`src/rtl/enemy_pkg.sv`:
```
// Shared definitions for the enemy spawn/motion blocks: arena geometry,
// coordinate type and the mover state encoding.
package enemy_pkg;

    localparam int CW       = 11;
    localparam int TARGET_X = 320;
    localparam int TARGET_Y = 340;

    typedef logic [CW-1:0] coord_t;

    typedef enum logic [1:0] {
        IDLE = 2'd0,
        INIT = 2'd1,
        WAIT = 2'd2,
        STEP = 2'd3
    } state_t;

endpackage

```
`src/rtl/line_stepper.sv`:
```
// Combinational single Bresenham step toward (TX, TY). Error terms are
// signed CW+2 bits; the doubled error uses one extra bit so 2*err never wraps.
module line_stepper #(
    parameter int CW = enemy_pkg::CW,
    parameter int TX = enemy_pkg::TARGET_X,
    parameter int TY = enemy_pkg::TARGET_Y
) (
    input  logic [CW-1:0]        x,
    input  logic [CW-1:0]        y,
    input  logic signed [CW+1:0] err,
    input  logic signed [CW+1:0] dx,
    input  logic signed [CW+1:0] dy,
    input  logic                 sx_neg,
    input  logic                 sy_neg,
    output logic [CW-1:0]        x_next,
    output logic [CW-1:0]        y_next,
    output logic signed [CW+1:0] err_next,
    output logic                 at_target
);
    import enemy_pkg::*;

    localparam logic [CW-1:0] ONE = CW'(1);

    logic signed [CW+2:0] e2;
    logic signed [CW+2:0] dx_w;
    logic signed [CW+2:0] dy_w;

    // Both axis decisions use the error value from before this step.
    always_comb begin
        e2       = {err[CW+1], err} <<< 1;
        dx_w     = {dx[CW+1], dx};
        dy_w     = {dy[CW+1], dy};
        x_next   = x;
        y_next   = y;
        err_next = err;
        if (e2 > -dy_w) begin
            err_next = err_next - dy;
            x_next   = sx_neg ? (x - ONE) : (x + ONE);
        end
        if (e2 < dx_w) begin
            err_next = err_next + dx;
            y_next   = sy_neg ? (y - ONE) : (y + ONE);
        end
        at_target = (x_next == CW'(TX)) && (y_next == CW'(TY));
    end

endmodule

```
`src/rtl/enemy_mover.sv`:
```
// Per-enemy motion engine: latches a spawn point, then walks a Bresenham
// line toward the player, taking up to 'speed' steps after each frame tick.
module enemy_mover #(
    parameter int TARGET_X = enemy_pkg::TARGET_X,
    parameter int TARGET_Y = enemy_pkg::TARGET_Y,
    parameter int CW       = enemy_pkg::CW
) (
    input  logic          clk,
    input  logic          rst,
    input  logic          spawn_req,
    input  logic [CW-1:0] spawn_x,
    input  logic [CW-1:0] spawn_y,
    input  logic [1:0]    speed,
    input  logic          frame_tick,
    input  logic          kill,
    output logic [CW-1:0] pos_x,
    output logic [CW-1:0] pos_y,
    output logic          active,
    output logic          reached,
    output logic          killed
);
    import enemy_pkg::*;

    state_t               state_reg, state_next;
    logic [CW-1:0]        pos_x_reg, pos_x_next;
    logic [CW-1:0]        pos_y_reg, pos_y_next;
    logic signed [CW+1:0] err_reg, err_next;
    logic signed [CW+1:0] dx_reg, dx_next;
    logic signed [CW+1:0] dy_reg, dy_next;
    logic                 sx_reg, sx_next;
    logic                 sy_reg, sy_next;
    logic [1:0]           spd_reg, spd_next;
    logic [1:0]           steps_reg, steps_next;
    logic                 reached_reg, reached_next;
    logic                 killed_reg, killed_next;

    logic signed [CW+1:0] diff_x, diff_y;
    logic [CW-1:0]        step_x, step_y;
    logic signed [CW+1:0] step_err;
    logic                 step_hit;

    // Signed offset from the current position to the target on each axis.
    assign diff_x = $signed({2'b00, CW'(TARGET_X)}) - $signed({2'b00, pos_x_reg});
    assign diff_y = $signed({2'b00, CW'(TARGET_Y)}) - $signed({2'b00, pos_y_reg});

    line_stepper #(
        .CW (CW),
        .TX (TARGET_X),
        .TY (TARGET_Y)
    ) u_stepper (
        .x         (pos_x_reg),
        .y         (pos_y_reg),
        .err       (err_reg),
        .dx        (dx_reg),
        .dy        (dy_reg),
        .sx_neg    (sx_reg),
        .sy_neg    (sy_reg),
        .x_next    (step_x),
        .y_next    (step_y),
        .err_next  (step_err),
        .at_target (step_hit)
    );

    // State and datapath registers; async reset clears all visible outputs.
    always_ff @(posedge clk or posedge rst) begin
        if (rst) begin
            state_reg   <= IDLE;
            pos_x_reg   <= '0;
            pos_y_reg   <= '0;
            err_reg     <= '0;
            dx_reg      <= '0;
            dy_reg      <= '0;
            sx_reg      <= 1'b0;
            sy_reg      <= 1'b0;
            spd_reg     <= 2'd1;
            steps_reg   <= 2'd0;
            reached_reg <= 1'b0;
            killed_reg  <= 1'b0;
        end else begin
            state_reg   <= state_next;
            pos_x_reg   <= pos_x_next;
            pos_y_reg   <= pos_y_next;
            err_reg     <= err_next;
            dx_reg      <= dx_next;
            dy_reg      <= dy_next;
            sx_reg      <= sx_next;
            sy_reg      <= sy_next;
            spd_reg     <= spd_next;
            steps_reg   <= steps_next;
            reached_reg <= reached_next;
            killed_reg  <= killed_next;
        end
    end

    // Next-state logic; kill takes priority over any movement or arrival.
    always_comb begin
        state_next   = state_reg;
        pos_x_next   = pos_x_reg;
        pos_y_next   = pos_y_reg;
        err_next     = err_reg;
        dx_next      = dx_reg;
        dy_next      = dy_reg;
        sx_next      = sx_reg;
        sy_next      = sy_reg;
        spd_next     = spd_reg;
        steps_next   = steps_reg;
        reached_next = 1'b0;
        killed_next  = 1'b0;
        case (state_reg)
            IDLE: begin
                if (spawn_req) begin
                    pos_x_next = spawn_x;
                    pos_y_next = spawn_y;
                    spd_next   = (speed == 2'd0) ? 2'd1 : speed;
                    state_next = INIT;
                end
            end
            INIT: begin
                if (kill) begin
                    killed_next = 1'b1;
                    state_next  = IDLE;
                end else begin
                    sx_next    = diff_x[CW+1];
                    sy_next    = diff_y[CW+1];
                    dx_next    = diff_x[CW+1] ? -diff_x : diff_x;
                    dy_next    = diff_y[CW+1] ? -diff_y : diff_y;
                    err_next   = (diff_x[CW+1] ? -diff_x : diff_x)
                               - (diff_y[CW+1] ? -diff_y : diff_y);
                    steps_next = spd_reg;
                    if ((diff_x == '0) && (diff_y == '0)) begin
                        reached_next = 1'b1;
                        state_next   = IDLE;
                    end else begin
                        state_next = WAIT;
                    end
                end
            end
            WAIT: begin
                if (kill) begin
                    killed_next = 1'b1;
                    state_next  = IDLE;
                end else if (frame_tick) begin
                    steps_next = spd_reg;
                    state_next = STEP;
                end
            end
            STEP: begin
                if (kill) begin
                    killed_next = 1'b1;
                    state_next  = IDLE;
                end else begin
                    pos_x_next = step_x;
                    pos_y_next = step_y;
                    err_next   = step_err;
                    steps_next = steps_reg - 2'd1;
                    if (step_hit) begin
                        reached_next = 1'b1;
                        state_next   = IDLE;
                    end else if (steps_reg == 2'd1) begin
                        state_next = WAIT;
                    end
                end
            end
            default: state_next = IDLE;
        endcase
    end

    assign pos_x   = pos_x_reg;
    assign pos_y   = pos_y_reg;
    assign active  = (state_reg != IDLE);
    assign reached = reached_reg;
    assign killed  = killed_reg;

endmodule
```
`config.mk`:
```
export PLATFORM = sky130hd
export DESIGN_NAME = enemy_mover
export DESIGN_NICKNAME = d
export VERILOG_FILES = /design/src/rtl/enemy_pkg.sv /design/src/rtl/line_stepper.sv /design/src/rtl/enemy_mover.sv
export SDC_FILE = /design/constraint.sdc
export NUM_CORES = 1
export LEC_CHECK = 0
export CELL_PAD_IN_SITES_DETAIL_PLACEMENT = 1
export CELL_PAD_IN_SITES_GLOBAL_PLACEMENT = 1
export CORE_MARGIN = 2
export CORE_UTILIZATION = 43
export DETAILED_ROUTE_END_ITERATION = 8
export GPL_TIMING_DRIVEN = 0
export PLACE_DENSITY = 0.85
export SLEW_MARGIN = 40
export SYNTH_ARGS = -nofsm -noshare
export SYNTH_HDL_FRONTEND = slang
export SYNTH_HIERARCHICAL = 1
export SYNTH_SLANG_ARGS = --single-unit
```
`constraint.sdc`:
```
create_clock -name clk -period 7.7 [get_ports clk]
set_input_delay 0.77 -clock clk [delete_from_list [all_inputs] [get_ports clk]]
set_output_delay 0.77 -clock clk [all_outputs]
set_load 0.1 [all_outputs]
```
Yosys cells after proc, flatten, opt, wreduce, memory -nomap -nowiden. Index checks and enable logic that the tools add are counted.

Output and inout port bits: 25. Word-level logic and storage cells: 97. Input port bits: 29. Register bits: 71.

Order comparisons: 2. Bitwise operators: 1. Reductions and logical operators: 17. Multiplexer cells: 39. Equal/unequal tests: 13. $add $sub $neg: 13.

Operators with widths (number): 11-bit two-way mux (8); 13-bit two-way mux (6); 11-bit case mux with 2 select lines (2); 13-bit zero test (2); 2-bit two-way mux (13); 12-bit negator with 13-bit output (2); 13-bit case mux with 2 select lines (1); 13-bit subtractor (2); 9-bit by 11-bit subtractor with 12-bit output (first input constant) (2); 11-bit by 1-bit adder with 11-bit output (second input constant) (2); 11-bit by 9-bit == test with 1-bit output (second input constant) (2); 11-bit by 1-bit subtractor with 11-bit output (second input constant) (2); 14-bit > comparator (1); 14-bit by 13-bit < comparator with 1-bit output (1); 13-bit negator with 14-bit output (1); 13-bit adder (1); 2-bit != test (second input constant) (5); 3-bit AND reduction (3); 2-bit case mux with 4 select lines (1); 1-bit two-way mux (6); 2-bit case mux with 3 select lines (1); 2-bit nonzero test (3); 5-bit AND reduction (1); 2-bit by 1-bit == test with 1-bit output (second input constant) (2); 11 further kinds (15).

Longest topological paths before layout. Gate-level depths: netlist of run 1.

Depth after elaboration: 8. Gate-level depth with buffers: 35. Gate-level depth less buffers: 33.

Cells and area by module. The synthesis of run 1 kept the hierarchy.

Modules (own cells, without submodules): enemy_mover (area an instance 4638.2 um^2, instances 1, sequential area each 1778.0 um^2, cells each 552); line_stepper (area an instance 3479.6 um^2, instances 1, sequential area each 0.0 um^2, cells each 486).

Worst setup path before layout of run 1. Ideal clock, no wire load.

Path type: reg-to-reg. Start: register dy_reg[2]. End: register err_reg[12]. Library setup time: 66 ps. Clock period less this slack: 5796 ps. Buffers on the path: 3. Cell stages (with the launch flop): 36. Data required time: 7634 ps. Arrival: 5730 ps. Setup slack: 1904 ps. Path through: dfrtp_1 -> inv_1 -> nand4_1 -> nor4_1 -> nand2_1 -> nor2_1 -> nand3_1 -> xnor2_1 -> ha_1 -> nand4_1 -> or2_1 -> or4_1 -> buf_2 -> a31oi_4 -> buf_2 -> buf_2 -> nand2_1 -> o21ai_1 -> ha_1 -> inv_1 -> fa_1 -> nor2b_1 -> o21a_1 -> o21ai_0 -> a211o_1 -> a31oi_1 -> xnor2_1 -> nor2_1 -> xnor2_1 -> xnor2_1 -> nand2_1 -> o21ai_0 -> nand2_1 -> a21oi_1 -> a21oi_1 -> nand2_1.

Longest elaborated chain between the ends: 7. Elaborated cells between the ends (all ways): 8. Those cells by class: 3 x add/sub; 1 x order compare; 4 x mux.

RTL lines: from (decl) (RTL line enemy_mover.sv:29) `logic signed [CW+1:0] dy_reg, dy_next;`; from (signal assigned) (RTL line enemy_mover.sv:85) `dy_reg <= dy_next;`; 13-bit negator with 14-bit output (RTL line line_stepper.sv:36) `if (e2 > -dy_w) begin`; 14-bit > comparator (RTL line line_stepper.sv:36); 13-bit two-way mux (*) (RTL line line_stepper.sv:36); 13-bit adder (RTL line line_stepper.sv:41) `err_next = err_next + dx;`; 13-bit two-way mux (*) (RTL line line_stepper.sv:40) `if (e2 < dx_w) begin`; via step_err[12] (RTL line enemy_mover.sv:39) `logic signed [CW+1:0] step_err;`; 13-bit two-way mux (*) (RTL line enemy_mover.sv:148) `if (kill) begin`; 13-bit case mux with 2 select lines (*) (RTL line enemy_mover.sv:109) `case (state_reg)`; to (signal assigned) (RTL line enemy_mover.sv:83) `err_reg <= err_next;`; to (decl) (RTL line enemy_mover.sv:27) `logic signed [CW+1:0] err_reg, err_next;`.

Mark *: on every way through the listed nets, which the timed path passes. The rest lies on a longest branch. The select of a mux whose other input is x is not followed. A chain may end at the register's enable or synchronous reset.

Worst setup path in the final report of run 1. Ends and elaborated chain as after synthesis.

==> run summary, run 1 <==
The via count of the first global-routing pass is 8,204. The count of nets left with antenna violations once routing finished came out at 0. The number of detailed-routing iterations run before antenna repair came out at 5. Summed over all layers, the global routing overflow is 0. The die width is 141 um. The global-route usage over all layers is 27.2%. The proportion of synthesized chip area in sequential cells is 21.9%. The final-layout fill cell count came out at 2,338. The clock sink count came out at 71. The maximum number of pins on one net before global-route repair is 48. The share of flip-flops with an asynchronous set or reset is 100%. Counting instances, the worst hold path has a depth of 2. In the final layout, the share of cells above drive strength 1 is 10.6%. Summing every instance area after synthesis gives 8120 sq um. In this run the critical register-to-register path is captured at err_reg[12]. The number of nets handed over by synthesis was 1,155.

For this run, the post-layout net count is 1,220. The number of synthesized flops with an enable pin is 0. Dividing the synthesized area by the synthesized cell count gives 7.82 sq um. The critical path capture point is err_reg[12]. The area of the core came out at 18,600 sq um. Setup violations remaining at the end of the flow were counted as 0.

By instance count, the cell type seen most on the critical path is nand2_1. The register bit total from synthesis came out at 71. The final hold violation count is 0. The top-level port count came out at 54.

The slowest stage of the critical path is the or4_1 cell. Data on the critical path arrives at its endpoint at 7.53 ns. In the routed layout, each cell is associated on average with a via count of 5.94. For this run, the slowest stage of the critical path takes 0.52 ns. The floorplan step defined a die boundary enclosing 20,000 sq um. The HPWL after detailed placement came out at 21,000 um. After floorplanning, the core was divided into 50 placement rows. The maximum number of buffers from clock root to sink came out at 2. The internal reg-to-reg setup slack came out at 0.46 ns. The depth of the CTS H-tree is 3.

The sum of negative setup slack is 0 ns. The worst pin sits at a relative slew slack of 43.8%. The critical path data required time came out at 7.99 ns. Once the clock tree was built, the setup fixing pass inserted 0 buffers. The maximum fanout count along the critical path came out at 10. In this run the critical register-to-register path is launched from dy_reg[2]. The layout overhead on the synthesized area came out at 13.2%. The setup path with the least slack is of type flip-flop to flip-flop. The root buffer cell is clkbuf_16. The number of input and output port buffers inserted is 53. Setup repair after global routing left no endpoint under its margin.

The final estimated routing congestion in global placement is 0.904. Derived from the worst setup path, the maximum achievable clock frequency is 138 MHz. The cell count after synthesis came out at 1,038. STA classifies the critical path startpoint as a flip-flop. The die is 141 um tall. The CTS buffer count came out at 9.

On the final layout, the worst clock skew is 0.00672 ns. The number of antenna violations at the first check in global routing came out at 0. In the routed design, unresolved DRC markers number 0.

The clock period could shrink to 7.24 ns. In the final routed layout, each cell accounts on average for 19.9 um. Detailed routing inserted a total of 7,969 vias. The clock latency at the later pin of the worst-skew pair is 0.35 ns. After the first detailed-routing iteration, the DRC count stood at 443. The number of pins exceeding their max-slew limit in the final report is 0. The flip-flop cell with the highest count after synthesis is dfrtp_1. The number of inserted diodes came out at 0. The total detailed-routing wirelength came out at 26,700 um. The number of max-cap violations came out at 0. The number of synthesis warnings is 6. The min-delay analysis places its worst path in the category flip-flop to flip-flop. The flow ran to the end, and the final reports show no timing, DRC or antenna violations. The number of distinct standard cells referenced by the synthesized netlist is 93.

The worst reg2reg path depth is 35. After layout, the worst path uses 94.1% of the clock period. For this configuration, the core starts out at a cell density of 43.5%. TritonCTS built the clock tree. STA classifies the critical path endpoint as a flip-flop.

The first-pass GRT wire length came out at 42,800 um. The clock transition at the registers of the reported paths came out at 0.06 ns. The launching element of the worst setup path is dy_reg[2]. The transition time of the tightest slew-check pin came out at 0.833 ns.
-- layer usage --
metal	GRT usage [%]	vias to the layer above	wire (um)
met5	0	-	0
met4	11.9	0	938
met3	2.63	50	872
met2	47.0	161	13100
met1	34.8	3930	11800
li1	-	3828	-
-- worst min-delay path by stage --
stage	endpoint	start	slack [ns]
floorplan	dy_reg[5]	dy_reg[5]	0.45
global placement	spd_reg[0]	spd_reg[0]	0.48
detailed placement	spd_reg[0]	spd_reg[0]	0.50
CTS	spd_reg[0]	spd_reg[0]	0.50
global route	spd_reg[1]	spd_reg[1]	0.53
finish	spd_reg[0]	spd_reg[0]	0.50
-- cells by family (layout without fill, tap and decap cells) --
logic type      count (synthesis)  after routing  share of synthesized area, %
simple gates                  382            382                          22.3
compound gates                272            272                          22.1
buf+inv                       104            174                          5.27
xor+xnor                       92             92                          10.5
fa+ha+maj                      88             88                          14.0
flops                          71             71                          21.9
mux                            27             27                          3.78
other cells                     2              2                        0.0925
-- cells in the mapped netlist (4+ instances only) --
library cell / instances / share of area, %
a211oi_1: 12 / 1.1
a21o_1: 8 / 0.74
a21oi_1: 54 / 3.3
a31oi_1: 32 / 2.5
and2_1: 9 / 0.69
and3_1: 8 / 0.62
buf_2: 8 / 0.49
clkbuf_1: 25 / 1.2
dfrtp_1: 70 / 22
fa_1: 5 / 1.2
ha_1: 83 / 13
inv_1: 63 / 2.9
mux2_2: 19 / 2.6
mux2i_1: 7 / 0.86
nand2_1: 167 / 7.7
nand2b_1: 9 / 0.69
nand3_1: 24 / 1.5
nand4_1: 8 / 0.62
nor2_1: 83 / 3.8
nor2b_1: 9 / 0.69
nor3_1: 21 / 1.3
nor4_1: 7 / 0.54
o2111ai_1: 7 / 0.76
o211ai_1: 5 / 0.46
o21a_1: 8 / 0.74
o21ai_0: 73 / 4.5
o21ai_1: 8 / 0.49
o21bai_1: 9 / 0.83
o22ai_1: 6 / 0.46
o31a_1: 6 / 0.65
o31ai_1: 5 / 0.46
or2_2: 7 / 0.54
or3_1: 7 / 0.54
xnor2_1: 60 / 6.5
xnor2_2: 4 / 0.80
xor2_1: 27 / 2.9
-- repair_timing --
action                                  4_1_cts  5_1_grt
resized for setup                             0        2
endpoints found under the setup margin        0        3
endpoints found under the hold margin         0        0
hold buffers                                  0        0
-- through the flow --
| stage | hold WS (ns) | cells | setup WS (ns) | instance area, sq um | util (%) |
|---|---|---|---|---|---|
| 3_5_place_dp | 0.496 | 1326 | 0.443 | 8850 | 47.5 |
| 4_1_cts | 0.504 | 1342 | 0.381 | 9170 | 49.2 |
| 3_3_place_gp | 0.475 | 1325 | 0.616 | 8940 | 48.0 |
| 6_report | 0.499 | 1342 | 0.457 | 9190 | 49.3 |
| 2_1_floorplan | 0.450 | 1038 | 1.90 | 8120 | - |
| 5_1_grt | 0.533 | 1342 | 0.00336 | 9190 | 49.3 |
-- critical path, delay by kind of cell, from the launching register on --
kind / cells / cell delay, ns
AND/OR/NAND/NOR: 14 / 2.46
AO/OA/AOI/OAI: 10 / 1.70
buffers and inverters: 5 / 0.99
adder cells (fa/ha/maj): 3 / 0.96
XOR/XNOR: 3 / 0.59
flip-flops: 1 / 0.46
-- layout by cell type, fill, tap and decap left out, types with 4 or more instances in the layout --
master / count
a211oi_1: 12
a21o_1: 8
a21oi_1: 53
a31oi_1: 32
and2_1: 9
and3_1: 8
buf_2: 32
clkbuf_1: 25
clkbuf_16: 9
clkdlybuf4s50_1: 28
dfrtp_1: 70
fa_1: 5
ha_1: 83
inv_1: 62
mux2_2: 19
mux2i_1: 7
nand2_1: 167
nand2b_1: 9
nand3_1: 24
nand4_1: 8
nor2_1: 83
nor2b_1: 9
nor3_1: 21
nor4_1: 6
o2111ai_1: 7
o211ai_1: 5
o21a_1: 8
o21ai_0: 73
o21ai_1: 7
o21bai_1: 9
o22ai_1: 6
o31a_1: 6
o31ai_1: 5
or2_2: 7
or3_1: 7
xnor2_1: 60
xnor2_2: 4
xor2_1: 27
-- cell type report --
type                            instances  area [sq um]  area share (%)
Multi-Input combinational cell        863          5930            64.5
Sequential cell                        71          1780            19.4
Timing Repair Buffer                   54           433            4.71
Tap cell                              234           293            3.19
Inverter                               63           241            2.63
Clock buffer                            9           225            2.45
Buffer                                 41           194            2.11
Clock inverter                          7          95.1            1.04
Power of run 1 is left out: the tool's default activity adds up to more than one toggle a clock period on the data nets, which glitch-free logic cannot reach.
==> run 2: changes to the inputs <==
Settings changed: CORE_UTILIZATION 43 to 46, PLACE_DENSITY 0.85 to 0.9.
==> run summary, run 2 (same netlist as run 1, synthesis figures left out) <==
The final hold violation count is 0 (unchanged). The worst slack after detailed placement came out at 0.706 ns (was 0.443 ns). The root buffer cell is clkbuf_16 (unchanged). The total detailed-routing wirelength is 27,400 um (was 26,700 um). The global routing usage on met3 came out at 4.70% (was 2.63%). The smallest setup slack after layout came out at 0.662 ns (was 0.457 ns). The mean routed wirelength per cell is 20.6 um (was 19.9 um). The cell at the slowest stage of the critical path is or4_1 (unchanged). The CTS buffer count came out at 9 (unchanged). The critical setup path kind was flip-flop to flip-flop (unchanged). The top-level port count is 54 (unchanged). Unrepaired setup endpoints after global routing: no (unchanged). The die width was 137 um (was 141 um). The remaining global-route overflow came out at 0 (unchanged).

The cell seen most often among critical-path stages was nand2_1 (unchanged). The total via count after detailed routing came out at 8,095 (was 7,969). The count of hold-fix buffers inserted at cts came to 0 (unchanged).

The final estimated routing congestion in global placement came out at 0.904 (about the same). The met2 track demand over resource in global routing is 51.2% (was 47.0%). The critical register-to-register path endpoint was err_reg[12] (unchanged). The first-pass GRT wire length was 43,900 um (was 42,800 um). The final-layout fill cell count came out at 2,189 (was 2,338). The number of max-cap violations came out at 0 (unchanged).

The die outline area came out at 18,700 sq um (was 20,000 sq um). The number of pins exceeding their max-slew limit in the final report is 0 (unchanged). The final worst-path cycle share is 91.4% (was 94.1%). The sum of negative setup slack is 0 ns (unchanged). The highest clock rate came out at 142 MHz (was 138 MHz). The commonest non-fill, non-tap cell in the layout was nand2_1 (unchanged). Outcome: finished clean (unchanged).

The post-route cell area is 9090 sq um (was 9190 sq um). The fraction of final layout cells sized beyond drive strength 1 came out at 10.4% (was 10.6%). The site row count came out at 48 (was 50).

The headroom to the max-slew limit came to 47.9% (was 43.8%). The maximum number of buffers from clock root to sink came out at 2 (unchanged). The worst reg2reg path depth is 35 (unchanged). The internal reg-to-reg setup slack is 0.66 ns (was 0.46 ns). The launching element of the worst setup path is dy_reg[3] (was dy_reg[2]).

The clock sink count came to 71 (unchanged). The number of detailed-routing iterations run before antenna repair is 5 (unchanged). The clock transition at the registers of the reported paths is 0.06 ns (about the same). Highest-count cells in the layout ignoring fill and taps: 167 x nand2_1, 83 x nor2_1, 83 x ha_1, 73 x o21ai_0, 70 x dfrtp_1 (unchanged). The family with the most delay on the worst path was simple AND/OR/NAND/NOR gates (unchanged). The via count of the first global-routing pass is 8,387 (was 8,204). The routing usage on met1 is 36.8% (was 34.8%).

The critical path capture point is err_reg[12] (unchanged). The CTS tree is done (unchanged). The number of nets with antenna violations after detailed routing came to 0 (unchanged). The cell area after placement was 8830 sq um (was 8850 sq um). The number of DRC violations after detailed-routing iteration 0 came out at 390 (was 443). The global-route usage over all layers is 30.2% (was 27.2%). The number of input and output port buffers inserted is 53 (unchanged).

The clock latency at the later pin of the worst-skew pair is 0.34 ns (was 0.35 ns). The post-detailed-route via-to-cell ratio is 6.08 (was 5.94). The critical path launch point type is a flip-flop (unchanged). The net total in the final layout came to 1,220 (unchanged).

The maximum fanout count along the critical path is 10 (unchanged). The total of endpoints with negative setup slack in the final report came to 0 (unchanged). The most utilized layer in the global route result is met2 (unchanged). The combined buffer and inverter count along the critical path came out at 5 (unchanged).

The worst endpoint data arrival time is 7.32 ns (was 7.53 ns). The number of antenna violations at the first check in global routing is 0 (unchanged). The post-detailed-route DRC marker count came out at 0 (unchanged). The maximum number of pins on one net before global-route repair came out at 42 (was 48).

The class of the most critical hold timing path was flip-flop to flip-flop (unchanged). The critical path depth in cells came out at 35 (unchanged). The number of inserted diodes is 0 (unchanged). The critical path endpoint category is a flip-flop (unchanged). The height of the chip came out at 137 um (was 141 um).

The critical path data required time came out at 7.98 ns (was 7.99 ns). The area of the core came out at 17,300 sq um (was 18,600 sq um). The post-route clock skew is 0.00574 ns (was 0.00672 ns). The transition time of the tightest slew-check pin came out at 0.776 ns (was 0.833 ns).

The shortest clock period the worst path allows after layout came out at 7.04 ns (was 7.24 ns). The largest stage delay on the critical path is 0.53 ns (was 0.52 ns). The starting density of the core is 46.9% (was 43.5%). The HPWL after detailed placement was 21,500 um (was 21,000 um). The worst reg2reg path startpoint was dy_reg[3] (was dy_reg[2]). The layout overhead on the synthesized area is 12.0% (was 13.2%).

The depth of the CTS H-tree came out at 3 (unchanged).
-- run 2: worst min-delay path by stage --
stage	from	to	slack [ns]	cells past startpoint
finish	dy_reg[5]	dy_reg[5]	0.49	2
global route	steps_reg[0]	steps_reg[0]	0.53	1
CTS	dy_reg[5]	dy_reg[5]	0.49	2
detailed placement	dy_reg[5]	dy_reg[5]	0.48	2
global placement	dy_reg[5]	dy_reg[5]	0.47	2
floorplan	dy_reg[5]	dy_reg[5]	0.45	2
-- run 2: per-layer routing --
metal	vias to the layer above	part of all wire, %	wire (um)
met5	-	0	0
met4	0	4.9	1340
met3	75	4.3	1170
met2	216	49	13300
met1	3988	42	11500
li1	3816	-	-
-- run 2: stage by stage --
step	utilization, %	std cells	hold WS [ns]
detailed placement	51.0	1317	0.480
CTS	52.5	1331	0.492
global placement	51.6	1316	0.468
floorplan	-	1038	0.450
finish	52.6	1331	0.490
global route	52.6	1331	0.533
-- run 2: layout make-up --
| type | count | area, sq um | share of cell area (%) |
|---|---|---|---|
| Buffer | 41 | 191 | 2.11 |
| Timing Repair Buffer | 54 | 425 | 4.68 |
| Clock buffer | 9 | 225 | 2.48 |
| Inverter | 63 | 241 | 2.66 |
| Clock inverter | 5 | 27.5 | 0.303 |
| Multi-Input combinational cell | 863 | 5920 | 65.1 |
| Tap cell | 225 | 282 | 3.10 |
| Sequential cell | 71 | 1780 | 19.6 |
-- run 2: worst register-to-register path, delay by kind of cell (launching register included) --
family | cells | cell delay, ns
AO/OA/AOI/OAI | 9 | 1.51
XOR/XNOR | 4 | 0.79
adder cells (fa/ha/maj) | 3 | 0.94
buffers and inverters | 5 | 1.03
flip-flops | 1 | 0.40
AND/OR/NAND/NOR | 14 | 2.31
-- run 2: repair_timing --
action / 4_1_cts / 5_1_grt
endpoints found under the setup margin: 0 / 1
gates resized for setup: 0 / 1
buffers inserted: 0 / 0
endpoints found under the hold margin: 0 / 0
Power of run 2 is left out for the same reason.
==> run 3: changes to the inputs <==
Settings changed: REMOVE_ABC_BUFFERS set to 1.
==> run summary, run 3 (same netlist as run 1, synthesis figures left out) <==
The depth of the CTS H-tree came out at 3 (unchanged). The final estimated routing congestion in global placement is 0.882 (was 0.904). The via count of the first global-routing pass is 8,379 (was 8,387). The net total in the final layout is 1,183 (was 1,220). The internal reg-to-reg setup slack is 0.68 ns (was 0.66 ns).

The transition time of the tightest slew-check pin is 0.842 ns (was 0.776 ns). The worst hold path startpoint is spd_reg[0] (was dy_reg[5]). The first-pass GRT wire length is 41,900 um (was 43,900 um). The area of the core is 17,300 sq um (unchanged).

The number of pins exceeding their max-slew limit in the final report is 0 (unchanged). The final hold violation count came out at 0 (unchanged). The root buffer cell is clkbuf_16 (unchanged). The largest stage delay on the critical path came to 0.71 ns (was 0.53 ns). The critical setup path kind was flip-flop to flip-flop (unchanged). The total of endpoints with negative setup slack in the final report came to 0 (unchanged).

The critical path data required time came to 7.97 ns (was 7.98 ns). The top-level port count was 54 (unchanged). The critical path launch point type is a flip-flop (unchanged). The post-detailed-route via-to-cell ratio is 6.11 (was 6.08). The die width came out at 137 um (unchanged). The worst reg2reg path startpoint is dy_reg[2] (was dy_reg[3]).

The commonest non-fill, non-tap cell in the layout is nand2_1 (unchanged). The number of detailed-routing iterations run before antenna repair was 4 (was 5). The fraction of final layout cells sized beyond drive strength 1 was 10.6% (was 10.4%). The number of input and output port buffers inserted came to 53 (unchanged). The clock latency at the later pin of the worst-skew pair came out at 0.34 ns (about the same).

The cell seen most often among critical-path stages is nand2_1 (unchanged). The clock sink count came to 71 (unchanged). The highest clock rate came out at 142 MHz (about the same). The global-route usage over all layers came out at 28.2% (was 30.2%). The class of the most critical hold timing path is flip-flop to flip-flop (unchanged). The critical path endpoint category is a flip-flop (unchanged). The CTS buffer count is 9 (unchanged). Highest-count cells in the layout ignoring fill and taps: 165 x nand2_1, 82 x nor2_1, 82 x ha_1, 73 x o21ai_0, 69 x dfrtp_1 (was 167 x nand2_1, 83 x nor2_1, 83 x ha_1, 73 x o21ai_0, 70 x dfrtp_1). Outcome: finished clean (unchanged). The cell at the slowest stage of the critical path was or4_1 (unchanged). The number of antenna violations at the first check in global routing is 0 (unchanged). The worst endpoint data arrival time came out at 7.29 ns (was 7.32 ns).

The number of inserted diodes came out at 0 (unchanged). The layout overhead on the synthesized area came out at 11.8% (was 12.0%). The sum of negative setup slack is 0 ns (unchanged). The maximum number of buffers from clock root to sink was 2 (unchanged).

The total detailed-routing wirelength came out at 25,600 um (was 27,400 um). The utilization of the core after routing came out at 52.5% (was 52.6%). The maximum number of pins on one net before global-route repair came out at 46 (was 42).

The headroom to the max-slew limit came out at 43.1% (was 47.9%). The post-detailed-route DRC marker count came to 0 (unchanged). The mean routed wirelength per cell came out at 19.8 um (was 20.6 um). The maximum fanout count along the critical path came to 19 (was 10).

The final worst-path cycle share is 91.1% (was 91.4%). The starting density of the core came out at 46.9% (unchanged). The count of hold-fix buffers inserted at cts is 0 (unchanged). The number of nets with antenna violations after detailed routing is 0 (unchanged). The number of DRC violations after detailed-routing iteration 0 came to 367 (was 390).

The remaining global-route overflow came out at 0 (unchanged). The HPWL after detailed placement is 18,900 um (was 21,500 um). The post-layout instance count excluding filler cells is 1,296 (was 1,331). The total via count after detailed routing came to 7,925 (was 8,095).

Unrepaired setup endpoints after global routing: no (unchanged). The site row count came out at 48 (unchanged). The clock transition at the registers of the reported paths is 0.06 ns (about the same). The CTS tree was done (unchanged). The die outline area came out at 18,700 sq um (unchanged).

The height of the chip is 137 um (unchanged). The post-route clock skew is 0.00686 ns (was 0.00574 ns). The number of max-cap violations is 0 (unchanged). The launching element of the worst setup path is dy_reg[2] (was dy_reg[3]). The shortest clock period the worst path allows after layout came out at 7.02 ns (was 7.04 ns).

The total placed cells including tap cells came to 1,279 (was 1,317).
run 3: layout make-up:
| class | count | area (sq um) |
|---|---|---|
| inverter | 63 | 241 |
| clock buffer | 11 | 243 |
| multi-input combinational | 863 | 5950 |
| timing repair buffer | 58 | 498 |
| clock inverter | 5 | 81.3 |
| sequential | 71 | 1780 |
| fill | 2135 | 8220 |
| tap | 225 | 282 |
run 3: what timing repair did:
action | 4_1_cts | 5_1_grt
setup endpoints to repair | 0 | 1
gates resized for setup | 0 | 1
buffers inserted | 0 | 1
run 3: path summary, 6_finish.rpt:
| check | to | cells after the start |
|---|---|---|
| worst max-delay path | err_reg[12] | 33 |
| worst min-delay path | spd_reg[0] | 2 |
| worst max register to register | err_reg[12] | 33 |
| worst min register to register | spd_reg[0] | 2 |
| max in group asynchronous | dx_reg[5] | 3 |
| min in group asynchronous | killed | 2 |
run 3: worst max-delay path: cells and delay by family (launching register included):
family                     cells  cell delay [ns]
and+or+nand+nor               14             2.74
AOI/OAI and AO/OA             10             1.71
adders and majority gates      3             1.01
xor gates and xnor gates       3             0.59
DFF                            1             0.47
buffers and inverters          3             0.42
run 3: stage by stage:
step | hold WS, ns | setup WS [ns] | instance area, sq um
detailed placement | 0.480 | 0.421 | 8730
global placement | 0.466 | 0.237 | 8740
finish | 0.502 | 0.682 | 9070
floorplan | 0.450 | 1.66 | 7930
CTS | 0.499 | 0.263 | 9060
global route | 0.526 | 0.0957 | 9070
run 3: per-layer routing:
layer | GRT usage (%) | vias to the layer above | wire length [um]
li1 | - | 3732 | -
met1 | 34.3 | 3941 | 11300
met2 | 49.3 | 181 | 12500
met3 | 3.70 | 71 | 816
met4 | 13.4 | 0 | 998
met5 | 0 | - | 0
Power of run 3 is left out for the same reason.
